===== src/rtl/multdiv_controller.sv =====
// multdiv_controller
// Sequences the shared multi-cycle multiply/divide unit from the execute
// stage. A mul/div in execute gets a one-cycle start pulse to the unit. The
// pipeline stays stalled until the unit answers, the operation times out,
// or a flush kills it. The writeback is then presented for exactly one
// cycle. That writeback is either the destination register and the unit
// result, or an exception code written to $rstatus.
//
// Ports:
//   clock, reset   - system clock (rising edge), synchronous active-high reset
//   executeIR      - instruction currently in the execute stage
//   executeValid   - executeIR is a live instruction rather than a bubble
//   flush          - kill the in-flight operation (taken branch/jump)
//   md_result      - result word from the mul/div unit
//   md_resultRDY   - md_result / md_exception are valid this cycle
//   md_exception   - overflow or divide-by-zero, qualified by md_resultRDY
//   ctrl_MULT      - one-cycle start pulse for a multiply
//   ctrl_DIV       - one-cycle start pulse for a divide
//   stall          - freeze fetch/decode/execute (ORed into global stall)
//   result_valid   - writeback fields below are valid this cycle
//   result_we      - register write enable
//   result_rd      - destination register
//   result_data    - write data
//   busy_count     - cycles spent in BUSY, for debug and perf counters
module multdiv_controller #(
    parameter int TIMEOUT     = 40,
    parameter int RSTATUS_REG = 30,
    parameter int MUL_EXC     = 4,
    parameter int DIV_EXC     = 5
) (
    input  logic        clock,
    input  logic        reset,
    input  logic [31:0] executeIR,
    input  logic        executeValid,
    input  logic        flush,
    input  logic [31:0] md_result,
    input  logic        md_resultRDY,
    input  logic        md_exception,
    output logic        ctrl_MULT,
    output logic        ctrl_DIV,
    output logic        stall,
    output logic        result_valid,
    output logic        result_we,
    output logic [4:0]  result_rd,
    output logic [31:0] result_data,
    output logic [5:0]  busy_count
);

    typedef enum logic [1:0] {IDLE, BUSY, DONE} ctrlState_t;

    ctrlState_t state, nextState;

    logic        isMul, isDiv, isMD;
    logic        issue, capture, timeoutHit, startCycle;
    logic        ctrlMultReg, ctrlDivReg;
    logic [4:0]  rdLatched;
    logic        opIsDiv;
    logic [31:0] resData;
    logic        resExc;
    logic [5:0]  busyCount;
    logic        unusedIrBits;

    // Decode: R-type opcode 00000 with the ALU op field selecting mul or div.
    // Bubbles never count as a mul/div.
    assign isMul = (executeIR[31:27] == 5'b00000) && (executeIR[6:2] == 5'b00110);
    assign isDiv = (executeIR[31:27] == 5'b00000) && (executeIR[6:2] == 5'b00111);
    assign isMD  = (isMul || isDiv) && executeValid;

    // Source register fields and shamt are irrelevant to this controller.
    assign unusedIrBits = ^{executeIR[21:7], executeIR[1:0]};

    // The start pulse is high exactly in the first BUSY cycle. A ready seen
    // then belongs to whatever the unit was doing before, so it is ignored.
    assign startCycle = ctrlMultReg | ctrlDivReg;

    assign ctrl_MULT  = ctrlMultReg;
    assign ctrl_DIV   = ctrlDivReg;
    assign busy_count = busyCount;

    // State register. Reset always lands in IDLE, even mid-operation. The
    // unit is simply abandoned and never re-pulsed.
    always_ff @(posedge clock) begin
        if (reset) begin
            state <= IDLE;
        end else begin
            state <= nextState;
        end
    end

    // Next-state and output decode. The stall in IDLE is combinational, so a
    // mul/div freezes in execute from its very first cycle. In BUSY, flush
    // outranks both ready and timeout. DONE lasts one cycle and never
    // decodes, so the instruction still sitting in execute is not re-issued.
    always_comb begin
        nextState    = state;
        stall        = 1'b0;
        issue        = 1'b0;
        capture      = 1'b0;
        timeoutHit   = 1'b0;
        result_valid = 1'b0;
        result_we    = 1'b0;
        result_rd    = 5'd0;
        result_data  = 32'd0;
        case (state)
            IDLE: begin
                if (isMD && !flush) begin
                    issue     = 1'b1;
                    stall     = 1'b1;
                    nextState = BUSY;
                end
            end
            BUSY: begin
                stall = 1'b1;
                if (flush) begin
                    nextState = IDLE;
                end else if (md_resultRDY && !startCycle) begin
                    capture   = 1'b1;
                    nextState = DONE;
                end else if (busyCount == 6'(TIMEOUT)) begin
                    timeoutHit = 1'b1;
                    nextState  = DONE;
                end
            end
            DONE: begin
                result_valid = 1'b1;
                nextState    = IDLE;
                if (resExc) begin
                    result_we   = 1'b1;
                    result_rd   = 5'(RSTATUS_REG);
                    result_data = opIsDiv ? 32'(DIV_EXC) : 32'(MUL_EXC);
                end else begin
                    result_we   = (rdLatched != 5'd0);
                    result_rd   = rdLatched;
                    result_data = resData;
                end
            end
            default: begin
                nextState = IDLE;
            end
        endcase
    end

    // Datapath registers. On issue, the destination and op type are latched.
    // The start pulse is registered, and the busy counter starts at one, so
    // it reads as the index of the current BUSY cycle. It saturates at 63
    // and clears when the operation ends or is flushed. A timeout forces an
    // exception in place of a unit result.
    always_ff @(posedge clock) begin
        if (reset) begin
            ctrlMultReg <= 1'b0;
            ctrlDivReg  <= 1'b0;
            rdLatched   <= 5'd0;
            opIsDiv     <= 1'b0;
            resData     <= 32'd0;
            resExc      <= 1'b0;
            busyCount   <= 6'd0;
        end else begin
            ctrlMultReg <= issue && isMul;
            ctrlDivReg  <= issue && isDiv;

            if (issue) begin
                rdLatched <= executeIR[26:22];
                opIsDiv   <= isDiv;
                busyCount <= 6'd1;
            end else if (state == BUSY) begin
                if (flush) begin
                    busyCount <= 6'd0;
                end else if (busyCount != 6'd63) begin
                    busyCount <= busyCount + 6'd1;
                end
            end else if (state == DONE) begin
                busyCount <= 6'd0;
            end

            if (capture) begin
                resData <= md_result;
                resExc  <= md_exception;
            end else if (timeoutHit) begin
                resData <= 32'd0;
                resExc  <= 1'b1;
            end
        end
    end

endmodule


===== config.mk =====
export PLATFORM = sky130hd
export DESIGN_NAME = multdiv_controller
export DESIGN_NICKNAME = d
export VERILOG_FILES = /design/src/rtl/multdiv_controller.sv
export SDC_FILE = /design/constraint.sdc
export NUM_CORES = 1
export LEC_CHECK = 0
export CORE_MARGIN = 2
export CORE_UTILIZATION = 34
export DETAILED_ROUTE_END_ITERATION = 12
export HOLD_SLACK_MARGIN = 0.06
export PLACE_DENSITY_LB_ADDON = 0.15
export SYNTH_ARGS = -nofsm -noshare
export SYNTH_HDL_FRONTEND = slang
export SYNTH_SLANG_ARGS = --single-unit

===== constraint.sdc =====
create_clock -name clock -period 4.15 [get_ports clock]
set_clock_uncertainty 0.1 [all_clocks]
set_input_delay 0.415 -clock clock [delete_from_list [all_inputs] [get_ports clock]]
set_output_delay 0.415 -clock clock [all_outputs]
set_load 0.05 [all_outputs]

==> impl_metrics.tcl <==
set metrics [dict create \
    status "finished clean" \
    cts_root_buffer "clkbuf_8" \
    ys_types 43 \
    ctsHoldBuffers 0 \
    gr-usage-met3_pct 5.54 \
    post-cts-setup-buffer-count 0 \
    postCtsResizedCells 0 \
    worstPathRequired_ns 3.63 \
    wirelength_mm 6.52 \
    globalRouteMet1Util_pct 20.5 \
    viasPerCell 4.78 \
    cts.path.max_buffers 2 \
    synth_area_leaders "dfxtp_1 (40%), a21oi_2 (9.5%), and2_1 (8.1%), nand2_1 (5.6%), o21ai_1 (5.2%)" \
    fp.dieW_um 89.4 \
    max_freq_ghz 0.299 \
    power_density_nw_per_um2 243 \
    area_growth_pct 46.1 \
    drive_gt1_share_pct 14.4 \
    crit_buf_inv 3 \
    cp-end-kind "output pin" \
    synth_top_area_share_pct 39.6 \
    synth_fp_nets 360 \
    yosys.area.top_type "dfxtp_1" \
    max_stage_delay_ns 0.81 \
    busiest_layer "met2" \
    period_minus_slack_ns 3.35 \
    gr-usage-met2_pct 28.1 \
    cts.htree.levels 2 \
    io_buffers 100 \
    grt_pass1_vias 2214 \
    crit_path_start_kind "flop" \
    clkLatencyLatePin_ns 0.30 \
    antenna_found_initial 0 \
    async_flop_share_pct 0 \
    max_slew_margin_pct 62.5 \
    postSynthAreaPerCell_um2 8.70 \
    hold_viol 0 \
    rows 31 \
    grt-ovfl-total 0 \
    dp.cells 468 \
    cts_tree "built" \
    ant_nets 0 \
    clock_sinks 49 \
    synthCells 285 \
    synth_area_um2 2480 \
    setup_viol_count_final 0 \
    grt_max_degree 34 \
    finalNetCount 451 \
    rsz0062_at_grt "false" \
    maxCapViolCount 0 \
    synth-edff-count 0 \
    cpLargestDelayFamily "buffers and inverters" \
    setup_tns_ns 0 \
    cp_max_fo 21 \
    ir_drop_uv 121 \
    grt_first_pass_wirelength_mm 10.4 \
    initial_utilization_pct 34.7 \
    yosysWarnings 0 \
    slowest_stage "clkdlybuf4s50_1" \
    vias 2269 \
    maxSlewViolCount 0 \
    layout_commonest_cell "clkdlybuf4s50_1" \
    wire_per_inst_um 13.7 \
    hold_class "flop to flop" \
    top_level_ports 118 \
    path_cells "inv_1 > ha_1 > nor2b_2 > buf_4 > and2_1 > clkdlybuf4s50_1" \
    critPathKind "flop to output pin" \
    synth_flop_cell "dfxtp_1" \
    grt_usage_pct 16.6 \
    fin_hold_ws_ns 0.363 \
    dieArea_um2 7990 \
    tightestPinTransition_ns 0.563 \
    routabilityCongestion 0.830 \
    mostFrequentLayoutCells "clkdlybuf4s50_1 (99), dfxtp_1 (49), nand2_1 (37), and2_1 (32), a21oi_2 (27)" \
    yosysSeqAreaShare_pct 39.6 \
    drt_iter0_drc 69 \
    core_um2 7140 \
    dr.pass1.iters 4 \
    synth.ff_latch_count 49 \
    dieHeight_um 89.4 \
    cts_buffers 5 \
    num_antenna_cells 0 \
    path_clk_slew_ns 0.09 \
    post-route-util_pct 50.8 \
    hpwl_mm 4.49 \
    finalCritPeriodShare_pct 80.6 \
    drc_errors 0 \
    critPathArrivalTime_ns 2.83 \
    total_power_mw 0.880 \
    p_leak_nw 1.23 \
    stdcell_count 475 \
]
-- state kept, by name, indices dropped and copies added (netlist names) --
register and count:
ctrl_DIV 1, resData 32, busy_count 6, opIsDiv 1, state 2, ctrl_MULT 1, resExc 1, rdLatched 5
-- logic make-up (layout without fill, tap and decap cells) --
family | count (synthesis) | in the layout | share of synthesized area, %
buf+inv | 28 | 119 | 6.06
flops | 49 | 49 | 39.6
mux | 8 | 8 | 3.23
fa+ha+maj | 5 | 5 | 2.52
simple gates | 105 | 105 | 23.0
compound gates | 90 | 90 | 25.6
-- power breakdown --
part	switching [mW]	internal, mW	total (mW)
clock	0.160	0.176	0.336
combinational	0.0272	0.0473	0.0745
sequential	0.0000551	0.470	0.470
-- layer usage --
metal / part of all wire [%] / vias up / wire length, um
met5: 0 / - / 0
met1: 45 / 1053 / 2910
met4: 0.75 / 0 / 49
li1: - / 1155 / -
met3: 6.3 / 4 / 412
met2: 48 / 57 / 3140
-- metrics by stage --
stage	cell area, um2	setup slack [ns]
finish	3620	0.804
floorplan	2480	1.63
detailed placement	3520	1.10
global placement	3520	1.10
CTS	3620	0.751
global route	3620	0.551
-- tightest hold or removal path, stage by stage (launching register included) --
cell	delay (ns)
dfxtp_1	0.32
o21ai_2	0.06
a21oi_2	0.05
-- synthesized netlist by cell type, types with 4 or more instances --
master,count
o21ai_1,26
inv_1,6
mux2i_1,8
nand3_1,5
and2_1,32
ha_1,5
o21a_1,6
a21oi_2,27
dfxtp_1,49
clkbuf_1,9
nor2_1,11
nand2_1,37
o21ai_0,5
buf_4,4
buf_2,4
a21oi_1,11
-- cell type report --
type                       instances  area [um2]
clock buffer                       5        68.8
clock inverter                     2        35.0
fill                             752        3510
inverter                           6        22.5
multi-input combinational        208        1350
sequential                        49         981
tap                               99         124
timing repair buffer             106        1040
-- final timing paths --
check                      from              end  slack [ns]  cells past startpoint
setup reg to reg  busy_count[0]           resExc        2.13                      6
hold / removal      resData[16]      resData[16]        0.36                      2
hold reg to reg     resData[16]      resData[16]        0.36                      2
setup / recovery       state[0]  result_data[12]        0.80                      6
Power figures use the tool's default switching activity.
